<file path="config.mk">
export PLATFORM = sky130hd
export DESIGN_NAME = work_rest_sched
export DESIGN_NICKNAME = d
export VERILOG_FILES = /design/src/rtl/sched_pkg.sv /design/src/rtl/sched_down_counter.sv /design/src/rtl/work_rest_sched.sv
export SDC_FILE = /design/constraint.sdc
export NUM_CORES = 1
export LEC_CHECK = 0
export CAP_MARGIN = 20
export CORE_MARGIN = 2
export CORE_UTILIZATION = 50
export DETAILED_ROUTE_END_ITERATION = 6
export GPL_ROUTABILITY_DRIVEN = 1
export PLACE_DENSITY = 0.79
export SYNTH_ARGS = -nofsm -noshare
export SYNTH_HDL_FRONTEND = slang
export SYNTH_SLANG_ARGS = --single-unit
export TNS_END_PERCENT = 1
</file>
<file path="constraint.sdc">
create_clock -name clk -period 3.3 [get_ports clk]
set_input_delay 0.33 -clock clk [delete_from_list [all_inputs] [get_ports clk]]
set_output_delay 0.33 -clock clk [all_outputs]
set_load 0.02 [all_outputs]
</file>
<file path="src/rtl/sched_pkg.sv">
// Shared state encodings for the work/rest burst scheduler.
// Encoding 3 is never produced and is decoded back to SLEEPING.
package sched_pkg;

    localparam int STATE_W = 2;

    typedef enum logic [STATE_W-1:0] {
        SLEEPING = 2'd0,
        WORKING  = 2'd1,
        RESTING  = 2'd2
    } sched_state_e;

endpackage

</file>
<file path="src/rtl/sched_down_counter.sv">
// Loadable down counter with a zero flag; decrement stops at zero.
module sched_down_counter #(
    parameter int CNT_W = 4
) (
    input  logic             clk,
    input  logic             rst,
    input  logic             i_load,
    input  logic [CNT_W-1:0] i_load_val,
    input  logic             i_dec,
    output logic             o_zero
);

    logic [CNT_W-1:0] r_count;

    always_ff @(posedge clk or posedge rst) begin
        if (rst) begin
            r_count <= '0;
        end else if (i_load) begin
            r_count <= i_load_val;
        end else if (i_dec && (r_count != '0)) begin
            r_count <= r_count - CNT_W'(1);
        end
    end

    assign o_zero = (r_count == '0);

endmodule

</file>
<file path="src/rtl/work_rest_sched.sv">
// Accepts a job (base payload + beat count), emits base+k beats with
// valid/ready flow control, then idles REST_CYCLES cycles before the next job.
module work_rest_sched
    import sched_pkg::*;
#(
    parameter  int DATA_W      = 8,
    parameter  int BURST_MAX   = 16,
    parameter  int REST_CYCLES = 4,
    localparam int LEN_W       = $clog2(BURST_MAX + 1)
) (
    input  logic              clk,
    input  logic              rst,
    input  logic              in_valid,
    output logic              in_ready,
    input  logic [DATA_W-1:0] in_data,
    input  logic [LEN_W-1:0]  in_len,
    input  logic              abort,
    output logic              out_valid,
    input  logic              out_ready,
    output logic [DATA_W-1:0] out_data,
    output logic              out_last,
    output logic [1:0]        state_o
);

    localparam logic [LEN_W-1:0] LEN_MAX   = LEN_W'(BURST_MAX);
    localparam int               REST_W    = (REST_CYCLES > 1) ? $clog2(REST_CYCLES) : 1;
    // Timer counts REST_CYCLES-1 down to 0, so RESTING spans exactly REST_CYCLES cycles.
    localparam logic [REST_W-1:0] REST_LOAD = REST_W'(REST_CYCLES - 1);

    function automatic logic [LEN_W-1:0] clamp_len(input logic [LEN_W-1:0] len);
        return (len > LEN_MAX) ? LEN_MAX : len;
    endfunction

    sched_state_e      r_state;
    sched_state_e      w_state_nxt;
    logic [LEN_W-1:0]  r_beat;
    logic [LEN_W-1:0]  r_len;
    logic [DATA_W-1:0] r_out_data;
    logic              r_out_valid;
    logic              r_out_last;

    logic [LEN_W-1:0]  w_len_clamp;
    logic [LEN_W-1:0]  w_beat_nxt;
    logic              w_hs;
    logic              w_accept;
    logic              w_rest_load;
    logic              w_rest_dec;
    logic              w_rest_zero;

    assign w_len_clamp = clamp_len(in_len);
    assign w_beat_nxt  = r_beat + LEN_W'(1);
    assign w_hs        = r_out_valid && out_ready;
    assign w_accept    = (r_state == SLEEPING) && in_valid;
    assign w_rest_load = (w_state_nxt == RESTING) && (r_state != RESTING);
    assign w_rest_dec  = (r_state == RESTING);

    sched_down_counter #(
        .CNT_W (REST_W)
    ) u_rest_timer (
        .clk        (clk),
        .rst        (rst),
        .i_load     (w_rest_load),
        .i_load_val (REST_LOAD),
        .i_dec      (w_rest_dec),
        .o_zero     (w_rest_zero)
    );

    always_ff @(posedge clk or posedge rst) begin
        if (rst) begin
            r_state <= SLEEPING;
        end else begin
            r_state <= w_state_nxt;
        end
    end

    always_comb begin
        w_state_nxt = r_state;
        case (r_state)
            SLEEPING: begin
                if (in_valid) begin
                    w_state_nxt = (w_len_clamp == '0) ? RESTING : WORKING;
                end
            end
            WORKING: begin
                if (abort) begin
                    w_state_nxt = SLEEPING;
                end else if (w_hs && r_out_last) begin
                    w_state_nxt = RESTING;
                end
            end
            RESTING: begin
                if (w_rest_zero) begin
                    w_state_nxt = SLEEPING;
                end
            end
            default: w_state_nxt = SLEEPING;
        endcase
    end

    always_comb begin
        in_ready = (r_state == SLEEPING);
        state_o  = r_state;
    end

    // Beat counter and registered output stage; outputs hold while stalled.
    always_ff @(posedge clk or posedge rst) begin
        if (rst) begin
            r_beat      <= '0;
            r_len       <= '0;
            r_out_data  <= '0;
            r_out_valid <= 1'b0;
            r_out_last  <= 1'b0;
        end else begin
            case (r_state)
                SLEEPING: begin
                    if (w_accept && (w_len_clamp != '0)) begin
                        r_beat      <= '0;
                        r_len       <= w_len_clamp;
                        r_out_data  <= in_data;
                        r_out_valid <= 1'b1;
                        r_out_last  <= (w_len_clamp == LEN_W'(1));
                    end
                end
                WORKING: begin
                    if (abort) begin
                        r_out_valid <= 1'b0;
                        r_out_last  <= 1'b0;
                    end else if (w_hs) begin
                        if (r_out_last) begin
                            r_out_valid <= 1'b0;
                            r_out_last  <= 1'b0;
                        end else begin
                            r_beat     <= w_beat_nxt;
                            r_out_data <= r_out_data + DATA_W'(1);
                            r_out_last <= (w_beat_nxt == (r_len - LEN_W'(1)));
                        end
                    end
                end
                default: begin
                    r_out_valid <= 1'b0;
                    r_out_last  <= 1'b0;
                end
            endcase
        end
    end

    assign out_valid = r_out_valid;
    assign out_data  = r_out_data;
    assign out_last  = r_out_last;

endmodule

</file>
# Word-level counts from Yosys, hierarchy flattened
# Cells that the tools add are included.
[totals]
elab_cells = 70
in_bits = 18
output_inout_bits = 13
reg_bits = 24
[op_classes]
mux = 29
addsub = 4
reduce_logical = 17
order_cmp = 1
eq_ne = 12
[ops]
columns = ["op", "count"]
rows = [
  ["2-to-1 mux 8 bit", 4],
  ["2-to-1 mux 5 bit", 5],
  ["one-hot mux 8 bit (2 select lines)", 1],
  ["2-to-1 mux 2 bit", 7],
  ["one-hot mux 5 bit (2 select lines)", 1],
  ["adder 8 x 1 -> 8 bit (second input constant)", 1],
  ["2-to-1 mux 1 bit", 8],
  ["inequality test 2 bit (second input constant)", 4],
  ["logical AND 1 bit", 6],
  ["inequality test 3 bit (second input constant)", 2],
  ["one-hot mux 2 bit (3 select lines)", 1],
  ["nonzero test 2 bit", 3],
  ["adder 5 x 1 -> 5 bit (second input constant)", 1],
  ["equality test 5 x 1 -> 1 bit (second input constant)", 1],
  ["equality test 5 bit", 1],
  ["greater-than comparator 5 bit (second input constant)", 1],
  ["zero test 5 bit", 1],
  ["AND reduction 5 bit", 1],
  ["nonzero test 5 bit", 1],
  ["subtractor 5 x 1 -> 5 bit (second input constant)", 1],
  ["equality test 2 bit (second input constant)", 2],
  ["zero test 2 bit", 2],
  ["one-hot mux 1 bit (2 select lines)", 2],
  ["AND reduction 2 bit", 2],
  ["other kinds (4)", 4],
]

# Logic depth before layout (Yosys ltp)
[logic_depth]
ltp_word = 9
mapped_depth = 7
mapped_depth_nobuf = 7

# Hierarchy
# Synthesis repeated with hierarchy kept, for this count alone.
[unflattened]
cells_unflattened = 163
area_unflattened_um2 = 1470.2
[by_module_without_submodules]
columns = ["module", "area_per_inst_um2", "instances", "cells_per_inst", "seq_area_each_um2"]
rows = [
  ["work_rest_sched", 1335.0, 1, 150, 550.5],
  ["sched_down_counter", 135.1, 1, 13, 50.0],
]

# Worst setup path after synthesis
# Ideal clock, no wire load.
[synth_timing]
kind = "flip-flop to flip-flop"
startpoint = "register r_state[1], in the netlist state_o[1]"
endpoint = "register r_out_data[0], in the netlist out_data[0]"
setup_slack_ps = 1540
arrival_time_ps = 1628
required_time_ps = 3168
n_path_buf = 1
setup_ps = 132
stages_incl_launch_ff = 7
period_less_slack_ps = 1760
cell_sequence = "dfrtp_1 nand2b_4 or4_4 buf_6 and2_4 a21oi_1 mux2i_1"
[synth_via]
elab_chain_len = 5
word_cells_on_any_way = 11
classes_between = "eq/ne: 5; mux: 1; reduce/logical: 5"
[synth_lines]
columns = ["element", "line_no", "text"]
rows = [
  ["from (decl)", "work_rest_sched.sv:34", "sched_state_e r_state;"],
  ["from (signal assigned)", "work_rest_sched.sv:72", "r_state <= w_state_nxt;"],
  ["zero test 2 bit", "work_rest_sched.sv:53, work_rest_sched.sv:114", ""],
  ["logical AND 1 bit", "work_rest_sched.sv:53", "assign w_accept = (r_state == SLEEPING) && in_valid;"],
  ["logical AND 1 bit", "work_rest_sched.sv:116", "if (w_accept && (w_len_clamp != '0)) begin"],
  ["inequality test 2 x 1 -> 1 bit (no line)", "n/a", ""],
  ["AND reduction 5 bit (no line)", "n/a", ""],
  ["to (signal assigned)", "work_rest_sched.sv:119", "r_out_data <= in_data;"],
  ["to (signal assigned)", "work_rest_sched.sv:134", "r_out_data <= r_out_data + DATA_W'(1);"],
  ["to (decl)", "work_rest_sched.sv:38", "logic [DATA_W-1:0] r_out_data;"],
]
# Several ways; a longest one is shown, not always the timed one.
# A chain may end at the register's enable or synchronous reset.

# Worst setup path after layout
[layout_timing]
startpoint = "register r_state[0], in the netlist state_o[0]"
endpoint = "output in_ready"
[layout_via]
elab_chain_len = 1
[layout_lines]
columns = ["element", "line_no", "text"]
rows = [
  ["zero test 2 bit", "work_rest_sched.sv:101", "in_ready = (r_state == SLEEPING);"],
  ["to (decl)", "work_rest_sched.sv:14", "output logic in_ready,"],
]
# Every way passes these cells.

==> results.json <==
{
  "hold_start": "u_rest_timer.r_count[0]$_DFFE_PP0P_",
  "finalCritPeriodShare_pct": 59.1,
  "area_delta_synth_final_pct": 22.0,
  "fin_crit_ns": 1.95,
  "start_kind": "register",
  "htreeDepth": 1,
  "grt_pass1_vias": 1237,
  "fin_util_pct": 64.1,
  "ant_nets": 0,
  "coreArea_um2": 2730,
  "detailed_place_hpwl_um": 2280,
  "worstSetupPathType": "reg -> out",
  "hold_violations": 0,
  "p_per_area_nw_per_um2": 808,
  "pwr-share-clk_pct": 8.7,
  "crit_start": "state_o[0]$_DFF_PP0_",
  "post_cts_resized": 0,
  "antenna_found_initial": 0,
  "fillers": 233,
  "crit_arrival_ns": 1.62,
  "final.setup_skew_ns": 0.00256,
  "grt_use_total_pct": 19.8,
  "synth_area_um2": 1440,
  "io_buffers": 30,
  "num_antenna_cells": 0,
  "clockRootBuffer": "clkbuf_4",
  "routed_via_density": 5.73,
  "synth_fp_nets": 175,
  "wl_per_cell_um": 14.2,
  "grt_first_pass_wirelength_um": 5200,
  "cts_inserted_buffers": 3,
  "cp_cell_sequence": "nor2_1, clkdlybuf4s50_1",
  "insertion_delay_ns": 0.30,
  "io_pins": 31,
  "swShare_pct": 43.7,
  "cts_tree": "yes",
  "fin_nets": 206,
  "gr-total-overflow": 0,
  "initialDrtViolationCount": 40,
  "max_freq_ghz": 0.512,
  "p_switching_uw": 618,
  "vias": 1220,
  "die_area_um2": 3320,
  "synth_seq_cells": 24,
  "synth_seq_area_share_pct": 41.8,
  "cts.sinks": 24,
  "final_layout_size_suffix_gt1_share_pct": 9.34,
  "rows": 19,
  "status": "complete, no violations",
  "cts_max_path_buffers": 2,
  "post-cts-setup-buffers": 0,
  "p_leak_uw": 0.000734,
  "peakVddDrop_v": 0.000531,
  "crit_required_ns": 2.97,
  "synth_cells": 153,
  "p_seq_share_pct": 37.4,
  "initial_core_util_pct": 52.5,
  "die_h_um": 57.6,
  "synthDistinctLibCells": 39,
  "die_w_um": 57.6,
  "max_slew_margin_pct": 38.9,
  "slowest_stage": "clkdlybuf4s50_1",
  "r2r_start": "state_o[0]$_DFF_PP0_",
  "yosys_warnings": 0,
  "maxSlewViolCount": 0,
  "hold_buffers": 0,
  "routed_wl_um": 3030,
  "setup-tns-final_ns": 0,
  "pwr-share-comb_pct": 53.8,
  "slowest_delay_ns": 0.63,
  "cp_max_fo": 7,
  "rsz0062_at_grt": "no",
  "report.final.setup_viol": 0,
  "worst_slew_pin_slew_ns": 0.915,
  "critPathCaptureType": "primary output",
  "gp_congestion": 0.862,
  "drc": 0,
  "dr.pass1.iters": 4,
  "grt_max_degree": 25,
  "maxCapViolations": 0,
  "clk_pin_slew_worst_paths_ns": 0.12,
  "hold_path_class": "reg -> reg",
  "intPower_uw": 796,
  "syn_avg_cell_area_um2": 9.39
}
## metrics by stage
stage / hold WS (ns) / cell area [um2] / std cells / setup slack, ns / total power (uW)
after floorplan: 0.345 / 1440 / 153 / 1.54 / 1050
after global placement: 0.456 / 1730 / 210 / 1.18 / 1270
after detailed placement: 0.465 / 1730 / 210 / 1.15 / 1290
after CTS: 0.482 / 1750 / 213 / 1.33 / 1420
after global routing: 0.511 / 1750 / 213 / 1.14 / 1520
final: 0.476 / 1750 / 213 / 1.35 / 1410
## cells in the mapped netlist
cell / number / area [um2]
nand3b_1: 2 / 15.0
nor3b_1: 4 / 30.0
nor2_1: 7 / 26.3
o21ai_0: 13 / 65.1
a21oi_2: 4 / 35.0
o22ai_1: 3 / 18.8
o21bai_1: 1 / 7.51
o32ai_1: 1 / 8.76
a211o_1: 1 / 8.76
a31oi_2: 1 / 12.5
clkbuf_1: 1 / 3.75
xnor2_1: 8 / 70.1
a31oi_1: 1 / 6.26
o21ai_4: 1 / 16.3
a22o_1: 1 / 8.76
or4_4: 2 / 22.5
and2_4: 1 / 8.76
nand2b_1: 2 / 12.5
nand2b_4: 1 / 13.8
a41oi_1: 1 / 8.76
ha_1: 4 / 50.1
inv_1: 8 / 30.0
nor3_1: 3 / 15.0
a21o_1: 1 / 7.51
nor3b_2: 1 / 12.5
buf_12: 1 / 20.0
nor4b_1: 1 / 8.76
dfrtp_1: 24 / 601
buf_6: 2 / 22.5
xor2_1: 3 / 26.3
nand2_8: 1 / 20.0
or3_1: 1 / 6.26
or2_2: 1 / 6.26
nand3_1: 8 / 40.0
mux2i_1: 1 / 10.0
nand4_1: 1 / 6.26
a21oi_1: 14 / 70.1
nand2_1: 21 / 78.8
nor2_2: 1 / 6.26
## layer usage
metal | up-vias | track usage (%) | share of wire [%]
li1 | 597 | - | -
met1 | 579 | 25.5 | 43
met2 | 40 | 33.6 | 50
met3 | 4 | 2.72 | 5.5
met4 | 0 | 7.31 | 0.69
met5 | - | 0 | 0
## power groups by stage
stage / sequential, uW / combinational [uW] / clock, uW
detailed placement: 534 / 758 / 0
floorplan: 587 / 459 / 0
global route: 547 / 828 / 142
CTS: 528 / 763 / 130
finish: 529 / 762 / 124
global placement: 526 / 739 / 0
## worst max-delay path, delay by kind of cell, from the launching register on
family        cells  cell delay [ns]
buf+inv           1             0.63
flops             1             0.50
simple gates      1             0.19
## flip-flops by register name (all words and copies together), names as in the netlist
name and cells:
r_len 5, state_o 2, u_rest_timer.r_count 2, out_valid 1
out_last 1, out_data 8, r_beat 5
## cell type report
class | count | area (um2) | share of cell area (%)
repair buffers | 30 | 300 | 17.1
flip-flops and latches | 24 | 601 | 34.3
clock buffers | 3 | 22.5 | 1.29
inverters | 8 | 30.0 | 1.71
well taps | 31 | 38.8 | 2.21
multi-input cells | 117 | 759 | 43.4
## cells by family after synthesis
group	count (synthesis)	share of synthesized area, %
AOI/OAI and AO/OA	43	19.1
and+or+nand+nor	58	22.9
DFF	24	41.8
muxes	1	0.697
adders and majority gates	4	3.48
buffers and inverters	12	5.31
xor gates and xnor gates	11	6.71
## final timing paths
check                                                            to  slack (ns)  depth (start not counted)
worst max-delay path                                       in_ready        1.35                          2
worst min-delay path            u_rest_timer.r_count[0]$_DFFE_PP0P_        0.48                          1
worst max register to register              out_data[4]$_DFFE_PP0P_        1.37                          5
worst min register to register  u_rest_timer.r_count[0]$_DFFE_PP0P_        0.48                          1
max in group asynchronous                      out_last$_DFFE_PP0P_        2.23                          2
min in group asynchronous                   out_data[1]$_DFFE_PP0P_        0.51                          2
## layout by cell type (no fill, tap or decap), types with 2 or more instances in the layout
master,instances
a21oi_1,14
a21oi_2,4
clkbuf_4,3
clkdlybuf4s50_1,30
dfrtp_1,24
ha_1,4
inv_1,8
nand2_1,21
nand2b_1,2
nand3_1,8
nand3b_1,2
nor2_1,7
nor3_1,3
nor3b_1,4
o21ai_0,13
o22ai_1,3
or4_4,2
xnor2_1,8
xor2_1,3
Power figures use the tool's default switching activity.
